**config.mk**
```make
export PLATFORM = sky130hd
export DESIGN_NAME = counter_rr_sched
export DESIGN_NICKNAME = d
export VERILOG_FILES = /design/src/rtl/counter_sched_pkg.sv /design/src/rtl/counter4_core.sv /design/src/rtl/counter_rr_sched.sv
export SDC_FILE = /design/constraint.sdc
export NUM_CORES = 1
export LEC_CHECK = 0
export ABC_AREA = 0
export CORE_UTILIZATION = 45
export CTS_BUF_LIST = sky130_fd_sc_hd__clkbuf_4 sky130_fd_sc_hd__clkbuf_8 sky130_fd_sc_hd__clkbuf_16
export CTS_CLUSTER_SIZE = 20
export DETAILED_ROUTE_END_ITERATION = 10
export HOLD_SLACK_MARGIN = 0.03
export PLACE_DENSITY = 0.78
export SLEW_MARGIN = 0
export SYNTH_ARGS = -nofsm -noshare
export SYNTH_HDL_FRONTEND = slang
export SYNTH_SLANG_ARGS = --single-unit
```
**constraint.sdc**
```tcl
create_clock -name clk -period 1.75 [get_ports clk]
set_input_delay 0.35 -clock clk [delete_from_list [all_inputs] [get_ports clk]]
set_output_delay 0.35 -clock clk [all_outputs]
set_load 0.05 [all_outputs]
```
**src/rtl/counter_sched_pkg.sv**
```systemverilog
// Shared types, default sizes and the round-robin pick helper for counter_rr_sched.
package counter_sched_pkg;

  localparam int unsigned NREQ_DEF  = 4;
  localparam int unsigned WIDTH_DEF = 4;
  localparam int unsigned NREQ_MAX  = 8;
  localparam int unsigned IDX_W     = 3;

  typedef enum logic [1:0] {
    IDLE  = 2'd0,
    COUNT = 2'd1,
    DONE  = 2'd2
  } state_t;

  typedef struct packed {
    logic             valid;
    logic [IDX_W-1:0] idx;
  } pick_t;

  // First set request scanning upward from ptr+1, wrapping at nreq.
  function automatic pick_t rr_pick(input logic [NREQ_MAX-1:0] req,
                                    input logic [IDX_W-1:0]    ptr,
                                    input int unsigned         nreq);
    pick_t       p;
    int unsigned j;
    p = '0;
    for (int unsigned k = 1; k <= NREQ_MAX; k++) begin
      j = (32'(ptr) + k) % nreq;
      if (k <= nreq && !p.valid && req[IDX_W'(j)]) begin
        p.valid = 1'b1;
        p.idx   = IDX_W'(j);
      end
    end
    return p;
  endfunction

endpackage

```
**src/rtl/counter4_core.sv**
```systemverilog
// Shared up-counter datapath; the scheduler owns clear, enable and terminal detect.
module counter4_core
  import counter_sched_pkg::*;
#(
  parameter int unsigned WIDTH = WIDTH_DEF
) (
  input  logic             clk,
  input  logic             reset,
  input  logic             clr,
  input  logic             en,
  output logic [WIDTH-1:0] q
);

  always_ff @(posedge clk) begin
    if (!reset) begin
      q <= '0;
    end else if (clr) begin
      q <= '0;
    end else if (en) begin
      q <= q + WIDTH'(1);
    end
  end

endmodule

```
**src/rtl/counter_rr_sched.sv**
```systemverilog
// Round-robin scheduler granting one shared counter to NREQ requesters, one counting session at a time.
module counter_rr_sched
  import counter_sched_pkg::*;
#(
  parameter int unsigned NREQ  = NREQ_DEF,
  parameter int unsigned WIDTH = WIDTH_DEF
) (
  input  logic                  clk,
  input  logic                  reset,
  input  logic [NREQ-1:0]       req,
  input  logic [NREQ*WIDTH-1:0] term,
  output logic [NREQ-1:0]       gnt,
  output logic [WIDTH-1:0]      q,
  output logic                  busy,
  output logic [NREQ-1:0]       done
);

  state_t                state, state_nxt;
  logic [IDX_W-1:0]      ptr, ptr_nxt;
  logic [IDX_W-1:0]      gidx, gidx_nxt;
  logic [WIDTH-1:0]      term_lat, term_nxt;
  logic [WIDTH-1:0]      term_sel;
  logic [NREQ-1:0]       gnt_nxt, done_nxt;
  logic                  busy_nxt;
  logic                  clr, en;
  logic [NREQ_MAX-1:0]   req_ext;
  pick_t                 pick;

  always_comb begin
    req_ext = NREQ_MAX'(req);
    pick    = rr_pick(req_ext, ptr, NREQ);
  end

  // Terminal value of the arbitration winner, captured only at grant.
  always_comb begin
    term_sel = '0;
    for (int unsigned i = 0; i < NREQ; i++) begin
      if (IDX_W'(i) == pick.idx) term_sel = term[i*WIDTH +: WIDTH];
    end
  end

  always_ff @(posedge clk) begin
    if (!reset) begin
      state    <= IDLE;
      ptr      <= IDX_W'(NREQ - 1);
      gidx     <= '0;
      term_lat <= '0;
      gnt      <= '0;
      done     <= '0;
      busy     <= 1'b0;
    end else begin
      state    <= state_nxt;
      ptr      <= ptr_nxt;
      gidx     <= gidx_nxt;
      term_lat <= term_nxt;
      gnt      <= gnt_nxt;
      done     <= done_nxt;
      busy     <= busy_nxt;
    end
  end

  always_comb begin
    state_nxt = state;
    ptr_nxt   = ptr;
    gidx_nxt  = gidx;
    term_nxt  = term_lat;
    gnt_nxt   = gnt;
    done_nxt  = '0;
    clr       = 1'b0;
    en        = 1'b0;
    case (state)
      IDLE: begin
        clr     = 1'b1;
        gnt_nxt = '0;
        if (pick.valid) begin
          state_nxt = COUNT;
          ptr_nxt   = pick.idx;
          gidx_nxt  = pick.idx;
          term_nxt  = term_sel;
          gnt_nxt   = NREQ'(NREQ_MAX'(1) << pick.idx);
        end
      end
      COUNT: begin
        // Abort wins over terminal detect: losing req never yields done.
        if (!req_ext[gidx]) begin
          state_nxt = IDLE;
          gnt_nxt   = '0;
          clr       = 1'b1;
        end else if (q == term_lat) begin
          state_nxt = DONE;
          gnt_nxt   = '0;
          done_nxt  = NREQ'(NREQ_MAX'(1) << gidx);
        end else begin
          en = 1'b1;
        end
      end
      DONE: begin
        state_nxt = IDLE;
        clr       = 1'b1;
      end
      default: begin
        state_nxt = IDLE;
        gnt_nxt   = '0;
        clr       = 1'b1;
      end
    endcase
    busy_nxt = (state_nxt != IDLE);
  end

  counter4_core #(
    .WIDTH(WIDTH)
  ) u_core (
    .clk  (clk),
    .reset(reset),
    .clr  (clr),
    .en   (en),
    .q    (q)
  );

endmodule

```
# After elaboration in Yosys (flattened, before gate mapping)
# Cells that the tools add are included.
# Widths: inputs -> output; s select.
# op_classes
add_sub_neg,5
magnitude_cmp,5
eq_ne,7
shift,2
mux,31
n_bitwise,2
n_reduce_logical,13
# op_table
op,n
$mux 4,11
$lt 2x4->1 const B,4
$pmux 4 s3,1
$mux 1,10
$bmux 1 s2,4
$shl 1x3->4 const A,2
$eq 2x3->1 const A,2
$mux 2,3
$add 2x1->2 const B,2
$add 2x2->2 const B,2
$add 4x1->4 const B,1
$eq 4x4->1,1
$lt 3x4->1 const B,1
$pmux 2 s2,1
$reduce_and 2->1,2
$reduce_and 4->1,1
$bmux 1 s3,1
$eq 1x3->1 const A,1
$logic_and 1x1->1,3
$logic_not 1->1,3
$logic_not 3->1,1
$ne 3x3->1 const B,1
$eq 2x1->1 const B,1
$eq 2x2->1 const B,1
4 further kinds,5
# word_totals
reg_bits,24
output_inout_bits,13
elab_cells,73

# Longest topological paths before layout
# Gate-level depths: netlist (run 1).
# logic_depth
word_depth,18
depth_mapped,7

# By module
# Synthesis (run 1) repeated with hierarchy kept, for this count alone.
# hier_totals
cells_unflattened,121
area_unflattened_um2,1143.6
# modules_own_cells
mod,instances,cells_each,area_each_um2,seq_area_each_um2
counter_rr_sched,1,104,962.2,380.4
counter4_core,1,17,181.4,80.1

# Worst setup path after synthesis (run 1)
# OpenSTA, ideal clock, no wires.
# synth_path
path_type,reg2reg
startpoint,reg u_core.q[0]
endpoint,reg gnt[0]
setup_ns,0.117
t_arrival_ns,1.622
t_required_ns,1.633
path_slack_ns,0.011
stages_incl_launch_ff,6
path_buffers,0
path_cell_list,dfxtp_1 -> xnor2_1 -> nand4_1 -> nand4_1 -> a21boi_0 -> a22o_1
# synth_between
elab_chain_len,3
# synth_rtl
element,line,text
"start, declared",counter4_core.sv:11,output logic [WIDTH-1:0] q
"start signal, assigned",counter4_core.sv:20,q <= q + WIDTH'(1);
$eq 4x4->1,counter_rr_sched.sv:89,end else if (q == term_lat) begin
$ne 3x3->1 (no line),n/a,
$reduce_and 2->1 (no line),n/a,
"end signal, assigned",counter_rr_sched.sv:56,gnt <= gnt_nxt;
"end, declared",counter_rr_sched.sv:12,"output logic [NREQ-1:0] gnt,"
# No other way between the ends.
# A chain may end at the register's enable or synchronous reset.

# Final worst setup path (run 1)
# layout_path
startpoint,reg ptr[0]
endpoint,reg term_lat[2]
# layout_between
elab_chain_len,18
elab_cells_between_ends,31
cone_classes,4 x add/sub; 3 x eq/ne; 16 x mux; 8 x reduce/logical
# layout_rtl
element,line,text
"start, declared",counter_rr_sched.sv:19,"logic [IDX_W-1:0] ptr, ptr_nxt;"
"start signal, assigned",counter_rr_sched.sv:45,ptr <= IDX_W'(NREQ - 1);
"start signal, assigned",counter_rr_sched.sv:53,ptr <= ptr_nxt;
$add 2x1->2,counter_sched_pkg.sv:28,j = (32'(ptr) + k) % nreq;
$bmux 1 s2,counter_sched_pkg.sv:29,if (k <= nreq && !p.valid && req[IDX_W'(j)]) begin
$mux 1 (not written as such),counter_sched_pkg.sv:29,
$mux 4,counter_sched_pkg.sv:29,
$logic_not 1->1,counter_sched_pkg.sv:29,
$logic_and 1x1->1,counter_sched_pkg.sv:29,
$mux 4,counter_sched_pkg.sv:29,
$logic_not 1->1,counter_sched_pkg.sv:29,
$logic_and 1x1->1,counter_sched_pkg.sv:29,
$mux 4,counter_sched_pkg.sv:29,
$logic_not 1->1,counter_sched_pkg.sv:29,
$logic_and 1x1->1,counter_sched_pkg.sv:29,
$mux 4 (*),counter_sched_pkg.sv:29,
$logic_not 3->1,counter_rr_sched.sv:38,if (IDX_W'(i) == pick.idx) term_sel = term[i*WIDTH +: WIDTH];
$mux 4 (4 in a row),counter_rr_sched.sv:38,
"end signal, assigned",counter_rr_sched.sv:55,term_lat <= term_nxt;
"end, declared",counter_rr_sched.sv:21,"logic [WIDTH-1:0] term_lat, term_nxt;"
# Mark *: on every way between the ends. The rest lies on a longest branch, timed or not. The select of a mux whose other input is x is not followed.

==> results of run 1 <==
-- Yosys cell counts, drive strengths merged --
cell / count / area (um^2)
a211o: 2 / 18.8
inv: 3 / 11.3
nand3: 6 / 30.0
mux2i: 10 / 100
or2b: 1 / 7.51
o21ai: 7 / 42.5
xnor2: 5 / 43.8
nor2: 10 / 37.5
a22o: 4 / 35.0
or3: 1 / 6.26
xor2: 2 / 17.5
a21boi: 4 / 30.0
or2: 2 / 12.5
nor3b: 3 / 22.5
mux2: 4 / 48.8
nor2b: 2 / 12.5
ha: 1 / 12.5
nand2: 6 / 22.5
nor4: 1 / 6.26
a311oi: 1 / 15.0
nor3: 3 / 15.0
and3: 2 / 13.8
nand4: 4 / 25.0
buf: 2 / 22.5
clkbuf: 3 / 12.5
a21oi: 1 / 5.00
dfxtp: 23 / 460
nand2b: 3 / 18.8
-- final timing paths --
kind                                  from                  endpoint
setup / recovery       ptr[0]$_SDFFE_PN1P_  term_lat[2]$_SDFFE_PN0P_
hold reg to reg   term_lat[1]$_SDFFE_PN0P_  term_lat[1]$_SDFFE_PN0P_
setup reg to reg       ptr[0]$_SDFFE_PN1P_  term_lat[2]$_SDFFE_PN0P_
hold / removal    term_lat[1]$_SDFFE_PN0P_  term_lat[1]$_SDFFE_PN0P_
-- cells by family after synthesis --
family | synth area share, %
compound gates | 13.2
xor+xnor | 5.54
fa+ha+maj | 1.13
buf+inv | 4.19
flops | 41.6
mux | 13.5
simple gates | 20.8
-- per-stage QoR --
stage | setup WS (ps) | hold WS [ps] | power [mW]
after floorplan | 11.4 | 450 | 0.976
after global routing | 0.144 | 524 | 1.47
after global placement | -328 | 465 | 1.13
final | 145 | 480 | 1.40
after detailed placement | -358 | 466 | 1.14
after CTS | 7.65 | 484 | 1.39
-- area by class of cell --
type / instances / area [um^2] / share of cell area, %
inverter: 3 / 11.3 / 0.732
clock inverter: 1 / 5.00 / 0.325
tap: 28 / 35.0 / 2.28
sequential: 23 / 460 / 29.9
timing repair buffer: 45 / 397 / 25.8
multi-input combinational: 85 / 607 / 39.5
clock buffer: 3 / 22.5 / 1.46
-- critical path, delay by kind of cell (launching register included) --
family,cells,cell delay [ps]
compound gates,2,490
buf+inv,1,190
flops,1,360
mux,2,350
simple gates,1,170
-- where the power goes --
group	switching (mW)	total, mW	internal, mW	leakage (nW)
Combinational	0.256	0.518	0.261	0.470
Sequential	0.0513	0.632	0.581	0.188
Clock	0.163	0.249	0.0852	0.0177
-- routing by layer --
| layer | vias up | wire [um] |
|---|---|---|
| li1 | 496 | - |
| met1 | 454 | 997 |
| met2 | 37 | 1210 |
| met3 | 2 | 143 |
| met4 | 0 | 18 |
| met5 | - | 0 |
-- state kept, by name, summed over array words and instances, names as in the netlist --
signal	cells
gidx	2
u_core.q	4
gnt	4
ptr	2
done	4
state	2
term_lat	4
busy	1
-- timing repair --
action                     4_1_cts  5_1_grt
resized for setup                4        6
cloned                           1        0
setup endpoints to repair        4       10
pin swaps                        1        0
==> impl_metrics.tcl, run 1 <==
set metrics [dict create \
    core_area_mm2 0.00225 \
    grt_max_degree 14 \
    drt_iter0_drc 17 \
    ir_worst_vdd_v 0.000482 \
    yosysWarnings 0 \
    setup_violations 0 \
    cp-end-kind "flop" \
    synth_cell_types 35 \
    ios 35 \
    dp_cells 183 \
    min_path_cells 2 \
    synth_fp_nets 139 \
    cts_buffer_depth 2 \
    syn_area_per_cell_um2 9.54 \
    worst-r2r-setup-slack_ps 150 \
    critPathArrivalTime_ps 1860 \
    globalRouteMet1Util_pct 22.4 \
    crit_fanout 6 \
    required_ps 2000 \
    overflow 0 \
    final_area_mm2 0.00154 \
    period_share_pct 91.7 \
    drtPass1Iterations 4 \
    wl_um 2370 \
    finalCriticalPeriod_ps 1600 \
    cts-root-buf "clkbuf_4" \
    syn_inst 116 \
    maxSlewViolCount 0 \
    fmax_mhz 623 \
    clock_latency_ps 310 \
    fp-row-count 17 \
    cts_tree "built" \
    hold_class "flop to flop" \
    nets 184 \
    p_leak_nw 0.676 \
    dp_hpwl_um 1890 \
    reg2regPathDepth 6 \
    max_stage_delay_ps 370 \
    worstSetupStartpointType "flop" \
    clk_pin_slew_ps 130 \
    wire_per_inst_um 12.6 \
    crit_chain "nand2b_1 -> a311oi_2 -> buf_6 -> mux2i_1 -> mux2_4 -> o21ai_2" \
    crit_type "flop to flop" \
    grtUsageMet2_pct 36.8 \
    crit_slowest_cell "a311oi_2" \
    synth-seq-cells 23 \
    worst_slew_pin_slew_ps 368 \
    place_congestion 0.792 \
    num_antenna_cells 0 \
    gr-usage-met3_pct 3.51 \
    cts_buffers 3 \
    area_growth_syn_to_layout_pct 39.0 \
    power.density_mw_per_mm2 909 \
    setup_tns_ps 0 \
    cts_max_level 1 \
    cts_sinks 23 \
    post-cts-setup-buffers 0 \
    die_y_um 51.6 \
    hold_viol 0 \
    finalClockSkew_ps 6.30 \
    syn_area_mm2 0.00111 \
    first_global_vias 933 \
    track_usage_pct 19.8 \
    antenna_found_initial 0 \
    status "finished clean" \
    drive_above_1_share_pct 24.4 \
    initial_core_util_pct 49.1 \
    final_core_util_pct 68.2 \
    postCtsHoldBufs 0 \
    die-area_mm2 0.00266 \
    max_slew_margin_pct 75.2 \
    fp.dieW_um 51.6 \
    drc 0 \
    ant_nets 0 \
    placed_cell_area_mm2 0.00149 \
    ys_seq_area_share_pct 41.6 \
    grt_pass1_wl_um 3910 \
    stdcell_count 188 \
    route.vias.total 989 \
    rsz0062_at_grt "no" \
    gr-max-usage-layer "met2" \
    cap_violations 0 \
    detail_route.vias_per_cell 5.26 \
    port_buffers 34 \
    fill_cells 209 \
    final_cell_mix "dfxtp_1 (23), buf_4 (23), clkdlybuf4s50_1 (17)" \
]
Power figures use the tool's default switching activity.
==> run 2, diff against run 1 <==
--- a/config.mk
+++ b/config.mk
@@ -6,12 +6,12 @@
 export NUM_CORES = 1
 export LEC_CHECK = 0
 export ABC_AREA = 0
-export CORE_UTILIZATION = 45
-export CTS_BUF_LIST = sky130_fd_sc_hd__clkbuf_4 sky130_fd_sc_hd__clkbuf_8 sky130_fd_sc_hd__clkbuf_16
+export CORE_UTILIZATION = 47
+export CTS_BUF_LIST = sky130_fd_sc_hd__clkbuf_8
 export CTS_CLUSTER_SIZE = 20
 export DETAILED_ROUTE_END_ITERATION = 10
 export HOLD_SLACK_MARGIN = 0.03
-export PLACE_DENSITY = 0.78
+export PLACE_DENSITY = 0.81
 export SLEW_MARGIN = 0
 export SYNTH_ARGS = -nofsm -noshare
 export SYNTH_HDL_FRONTEND = slang
==> impl_metrics.tcl, run 2 (synthesis gave the netlist of run 1 again) <==
set metrics [dict create \
    cts_tree "built" \
    ios 35 \
    power.density_mw_per_mm2 953 \
    overflow 0 \
    p_comb_share_pct 35.6 \
    wire_per_inst_um 12.5 \
    maxSlewViolCount 0 \
    area_growth_syn_to_layout_pct 40.3 \
    detail_route.vias_per_cell 5.30 \
    cts_buffer_depth 2 \
    power.clock.fraction_pct 21.5 \
    clock_latency_ps 260 \
    clk_pin_slew_ps 70 \
    setup.worst_path.start "req[1]" \
    switching_power_mw 0.476 \
    reg2regPathDepth 6 \
    dp_cells 183 \
    finalCriticalPeriod_ps 1650 \
    place_congestion 0.766 \
    hold_class "flop to flop" \
    grt_pass1_wl_um 3930 \
    critPathArrivalTime_ps 1840 \
    period_share_pct 94.2 \
    nets 184 \
    worstSetupStartpointType "input pin" \
    drive_above_1_share_pct 24.4 \
    worst_slew_pin_slew_ps 559 \
    rsz0062_at_grt "no" \
    min_from "term_lat[0]$_SDFFE_PN0P_" \
    antenna_found_initial 0 \
    required_ps 1940 \
    fmax_mhz 606 \
    fp-row-count 17 \
    crit_slowest_cell "a311oi_2" \
    cp-end-kind "flop" \
    swShare_pct 32.2 \
    die-area_mm2 0.00255 \
    drtPass1Iterations 4 \
    r2r-start "ptr[1]$_SDFFE_PN1P_" \
    track_usage_pct 20.4 \
    ant_nets 0 \
    final_cell_mix "buf_4 (24), dfxtp_1 (23), clkdlybuf4s50_1 (17)" \
    initial_core_util_pct 50.0 \
    fp.dieW_um 50.5 \
    die_y_um 50.5 \
    globalRouteMet1Util_pct 21.5 \
    internal_power_mw 1.00 \
    dp_hpwl_um 1780 \
    setup_violations 0 \
    layout_commonest_cell "buf_4" \
    cts_sinks 23 \
    max_stage_delay_ps 350 \
    timing.rr.end "gnt[2]$_SDFFE_PN0P_" \
    max_slew_margin_pct 62.4 \
    crit_fanout 5 \
    gr-usage-met3_pct 3.64 \
    p_leak_nw 0.669 \
    finalClockSkew_ps 6.62 \
    drt_iter0_drc 14 \
    first_global_vias 932 \
    core_area_mm2 0.00221 \
    status "finished clean" \
    crit_chain "clkdlybuf4s15_1 -> or2_0 -> a311oi_2 -> buf_4 -> mux2i_1 -> mux2_4 -> o21ai_2" \
    num_antenna_cells 0 \
    cts-root-buf "clkbuf_8" \
    crit_type "input pin to flop" \
    grt_max_degree 13 \
    port_buffers 34 \
    ir_worst_vdd_v 0.000610 \
    drc 0 \
    route.vias.total 996 \
    cts_max_level 1 \
    cts_buffers 3 \
    wl_um 2350 \
    setup_tns_ps 0 \
    p_seq_share_pct 42.9 \
    cap_violations 0 \
    grtUsageMet2_pct 40.2 \
    worstSetupEndpoint "term_lat[1]$_SDFFE_PN0P_" \
    gr-max-usage-layer "met2" \
    stdcell_count 188 \
    worst-r2r-setup-slack_ps 120 \
    hold_viol 0 \
]
## run 2: changes by cell type in the layout (fill, tap and decap cells not counted), sizes merged
cell,change
clkdlybuf4s15,+2
dlymetal6s2s,-2
clkinv,-1
inv,+1
## run 2: layout make-up
type                            instances  area [um^2]
Clock buffer                            3         41.3
Clock inverter                          1         3.75
Fill cell                             170          661
Inverter                                3         11.3
Multi-Input combinational cell         85          612
Sequential cell                        23          460
Tap cell                               28         35.0
Timing Repair Buffer                   45          388
## run 2: stage by stage
stage | instance area (um^2) | power (mW) | hold WS [ps] | setup WS [ps] | util (%)
after floorplan | 1110 | 0.976 | 450 | 11.4 | -
after global placement | 1490 | 1.13 | 463 | -348 | 67.3
after detailed placement | 1490 | 1.14 | 464 | -385 | 67.3
after CTS | 1540 | 1.46 | 490 | 73.6 | 69.4
after global routing | 1550 | 1.55 | 513 | 9.66 | 70.1
final | 1550 | 1.48 | 488 | 101 | 70.1
## run 2: worst min-delay path by stage
stage | slack (ps) | end | cells past startpoint
2_1_floorplan | 450 | term_lat[0]$_SDFFE_PN0P_ | 2
3_3_place_gp | 460 | gnt[2]$_SDFFE_PN0P_ | 1
3_5_place_dp | 460 | gnt[3]$_SDFFE_PN0P_ | 1
4_1_cts | 490 | gnt[3]$_SDFFE_PN0P_ | 1
5_1_grt | 510 | term_lat[2]$_SDFFE_PN0P_ | 2
6_report | 490 | term_lat[0]$_SDFFE_PN0P_ | 2
## run 2: power by group through the flow
stage	registers (mW)	clock network [mW]	logic, mW
after floorplan	0.690	0	0.286
after global placement	0.640	0	0.490
after detailed placement	0.645	0	0.500
after CTS	0.633	0.319	0.511
after global routing	0.641	0.337	0.570
final	0.635	0.318	0.526
## run 2: metal layers
metal / share of wire (%) / vias up
met5: 0 / -
met4: 0.38 / 0
met3: 4.6 / 2
met2: 52 / 33
met1: 43 / 462
li1: - / 499
## run 2: worst max-delay path: cells and delay by family
family / cells / cell delay, ps
buffers and inverters: 2 / 430
muxes: 2 / 350
and+or+nand+nor: 1 / 250
AOI/OAI and AO/OA: 2 / 460
## run 2: timing repair
item | in CTS | in global routing
setup buffers | 0 | 0
pin swaps | 1 | 2
hold buffers | 0 | 0
resized for setup | 6 | 6
cloned | 1 | 0
endpoints found under the setup margin | 8 | 3
==> run 3, diff against run 2 <==
--- a/config.mk
+++ b/config.mk
@@ -5,13 +5,14 @@
 export SDC_FILE = /design/constraint.sdc
 export NUM_CORES = 1
 export LEC_CHECK = 0
-export ABC_AREA = 0
+export ABC_AREA = 1
 export CORE_UTILIZATION = 47
 export CTS_BUF_LIST = sky130_fd_sc_hd__clkbuf_8
 export CTS_CLUSTER_SIZE = 20
 export DETAILED_ROUTE_END_ITERATION = 10
 export HOLD_SLACK_MARGIN = 0.03
-export PLACE_DENSITY = 0.81
+export PLACE_DENSITY = 0.77
+export RECOVER_POWER = 50
 export SLEW_MARGIN = 0
 export SYNTH_ARGS = -nofsm -noshare
 export SYNTH_HDL_FRONTEND = slang
==> impl_metrics.tcl, run 3 <==
set metrics [dict create \
    violations "negative setup slack" \
    cts_sinks 23 \
    crit_family "simple AND/OR/NAND/NOR gates" \
    min_from "gnt[1]$_SDFFE_PN0P_" \
    wire_per_inst_um 11.6 \
    maxSlewViolCount 0 \
    cts_buffers 3 \
    core_area_mm2 0.00281 \
    yosysMostFrequentCell "nand2_1" \
    ys_seq_area_share_pct 32.6 \
    finalClockSkew_ps 2.54 \
    dp_hpwl_um 2470 \
    clock_latency_ps 260 \
    fp.dieW_um 56.8 \
    synth_fp_nets 231 \
    critPathArrivalTime_ps 1970 \
    power.density_mw_per_mm2 1980 \
    synthTopCellsByArea "dfxtp_1 (33%), nand2_1 (16%), nand3_1 (5.3%), inv_1 (5.0%), a21oi_1 (4.2%)" \
    hold_viol 0 \
    async_flop_share_pct 0 \
    route.vias.total 1522 \
    fin_ws_ps -61.6 \
    num_antenna_cells 0 \
    yosys.area.top_type "dfxtp_1" \
    overflow 0 \
    status "finished with violations" \
    synth_flop_cell "dfxtp_1" \
    min_path_cells 2 \
    period_share_pct 104 \
    drive_above_1_share_pct 31.8 \
    finalCriticalPeriod_ps 1810 \
    area_growth_syn_to_layout_pct 45.1 \
    crit_fanout 7 \
    initial_core_util_pct 50.4 \
    cts_tree "built" \
    drc 0 \
    clk_pin_slew_ps 80 \
    final_cell_mix "nand2_1 (52), buf_4 (22), inv_1 (17), dfxtp_1 (17), clkdlybuf4s50_1 (17)" \
    cts_max_level 1 \
    synth_top_area_share_pct 32.6 \
    synth_common_cells "nand2_1 (61), dfxtp_1 (23), inv_1 (19)" \
    synth_cell_types 32 \
    die_y_um 56.8 \
    synth-seq-cells 23 \
    place_congestion 0.824 \
    r2r-start "ptr[0]$_SDFFE_PN1P_" \
    cts-root-buf "clkbuf_8" \
    crit_slowest_cell "dfxtp_4" \
    cap_violations 0 \
    rsz0062_at_grt "yes" \
    reg2regPathDepth 12 \
    p_leak_nw 0.926 \
    worst_slew_pin_slew_ps 602 \
    cp-end-kind "flop" \
    timing.rr.end "term_lat[1]$_SDFFE_PN0P_" \
    port_buffers 34 \
    ir_worst_vdd_v 0.00123 \
    ios 35 \
    grt_pass1_wl_um 5620 \
    drtPass1Iterations 4 \
    syn_area_mm2 0.00141 \
    pre_cts_ws_ps -444 \
    detail_route.vias_per_cell 5.11 \
    ant_nets 0 \
    hold_class "flop to flop" \
    syn_area_per_cell_um2 6.80 \
    fmax_mhz 552 \
    syn_inst 208 \
    fp-row-count 19 \
    first_global_vias 1306 \
    antenna_found_initial 0 \
    crit_buf_inv 1 \
    worstSetupStartpointType "flop" \
    crit_type "flop to flop" \
    whs_endpoint "gnt[1]$_SDFFE_PN0P_" \
    layout_commonest_cell "nand2_1" \
    drt_iter0_drc 39 \
    crit_chain "buf_6 -> nand2_1 -> nand3_2 -> nand2_4 -> nor2_4 -> nand3_2 -> nand3_4 -> nand2_4 -> o21bai_1 -> nand3_1 -> nand2_1 -> a21oi_2" \
    wl_um 3460 \
    setup_violations 2 \
    cts_buffer_depth 2 \
    required_ps 1910 \
    yosysWarnings 0 \
    grt_max_degree 15 \
    max_stage_delay_ps 390 \
    synth_edf_count 0 \
    nets 291 \
    power_mw 4.06 \
    track_usage_pct 22.0 \
    max_slew_margin_pct 60.1 \
    die-area_mm2 0.00323 \
    worst-r2r-setup-slack_ps -60 \
]
==> run 3: cell count changes after synthesis, moves of 9 or more <==
cell / delta
nand2_1: +55
inv_1: +16
a21oi_1: +11
mux2i_1: -10
nand2_2: +9
nand3_1: +9
==> run 3: cell families (layout without fill, tap and decap cells) <==
logic type | count (synthesis) | in the layout | synth area share (%)
AO/OA/AOI/OAI | 28 | 28 | 12.3
XOR/XNOR | 3 | 3 | 1.86
adder cells (fa/ha/maj) | 1 | 1 | 0.885
buffers and inverters | 29 | 87 | 10.0
flip-flops | 23 | 23 | 32.6
AND/OR/NAND/NOR | 124 | 125 | 42.4
==> run 3: repair_timing <==
action	in CTS	in global routing
cloned	0	2
hold buffers	0	0
endpoints found under the setup margin	15	15
resized for setup	23	21
pin swaps	12	16
buffers inserted	1	2
==> run 3: worst min-delay path, cell delays in order, from the launching register on <==
cell     delay (ps)
dfxtp_1         320
nand2_1          60
a21oi_1          50
==> run 3: area by class of cell <==
type	count	area (um^2)
timing repair buffer	59	460
clock inverter	1	3.75
inverter	23	97.6
sequential	23	473
tap	31	38.8
timing repair inverter	1	7.51
fill	238	753
multi-input combinational	157	930
clock buffer	3	41.3
==> run 3: how the worst max path moves through the flow <==
| stage | startpoint | end | slack, ps | cells past startpoint |
|---|---|---|---|---|
| final | ptr[0]$_SDFFE_PN1P_ | term_lat[1]$_SDFFE_PN0P_ | -60 | 12 |
| after global routing | ptr[0]$_SDFFE_PN1P_ | term_lat[1]$_SDFFE_PN0P_ | -200 | 12 |
| after CTS | ptr[0]$_SDFFE_PN1P_ | term_lat[0]$_SDFFE_PN0P_ | -2 | 15 |
| after detailed placement | req[3] | u_core.q[3]$_SDFFE_PP0P_ | -440 | 10 |
| after global placement | req[3] | u_core.q[3]$_SDFFE_PP0P_ | -410 | 10 |
| after floorplan | ptr[0]$_SDFFE_PN1P_ | term_lat[1]$_SDFFE_PN0P_ | 40 | 13 |
==> run 3: through the flow <==
step | setup TNS [ps] | hold WS, ps | utilization (%) | std cells | area (um^2)
2_1_floorplan | 0 | 449 | - | 208 | 1420
4_1_cts | -1.99 | 472 | 70.7 | 294 | 1980
3_5_place_dp | -6880 | 463 | 67.0 | 289 | 1880
5_1_grt | -1000 | 498 | 73.1 | 298 | 2050
3_3_place_gp | -6190 | 463 | 67.0 | 289 | 1880
6_report | -80.0 | 469 | 73.1 | 298 | 2050
==> run 3: power breakdown <==
part	switching, mW	total, mW	internal, mW	leakage (nW)
sequential	0.124	0.807	0.683	0.191
combinational	1.78	2.94	1.16	0.709
clock	0.160	0.316	0.156	0.0269
==> run 3: routing by layer <==
metal,GRT usage [%],up-vias,wire (um)
met5,0,-,0
li1,-,800,-
met2,34.7,26,1690
met1,30.2,692,1630
met3,2.30,4,92
met4,9.76,0,48
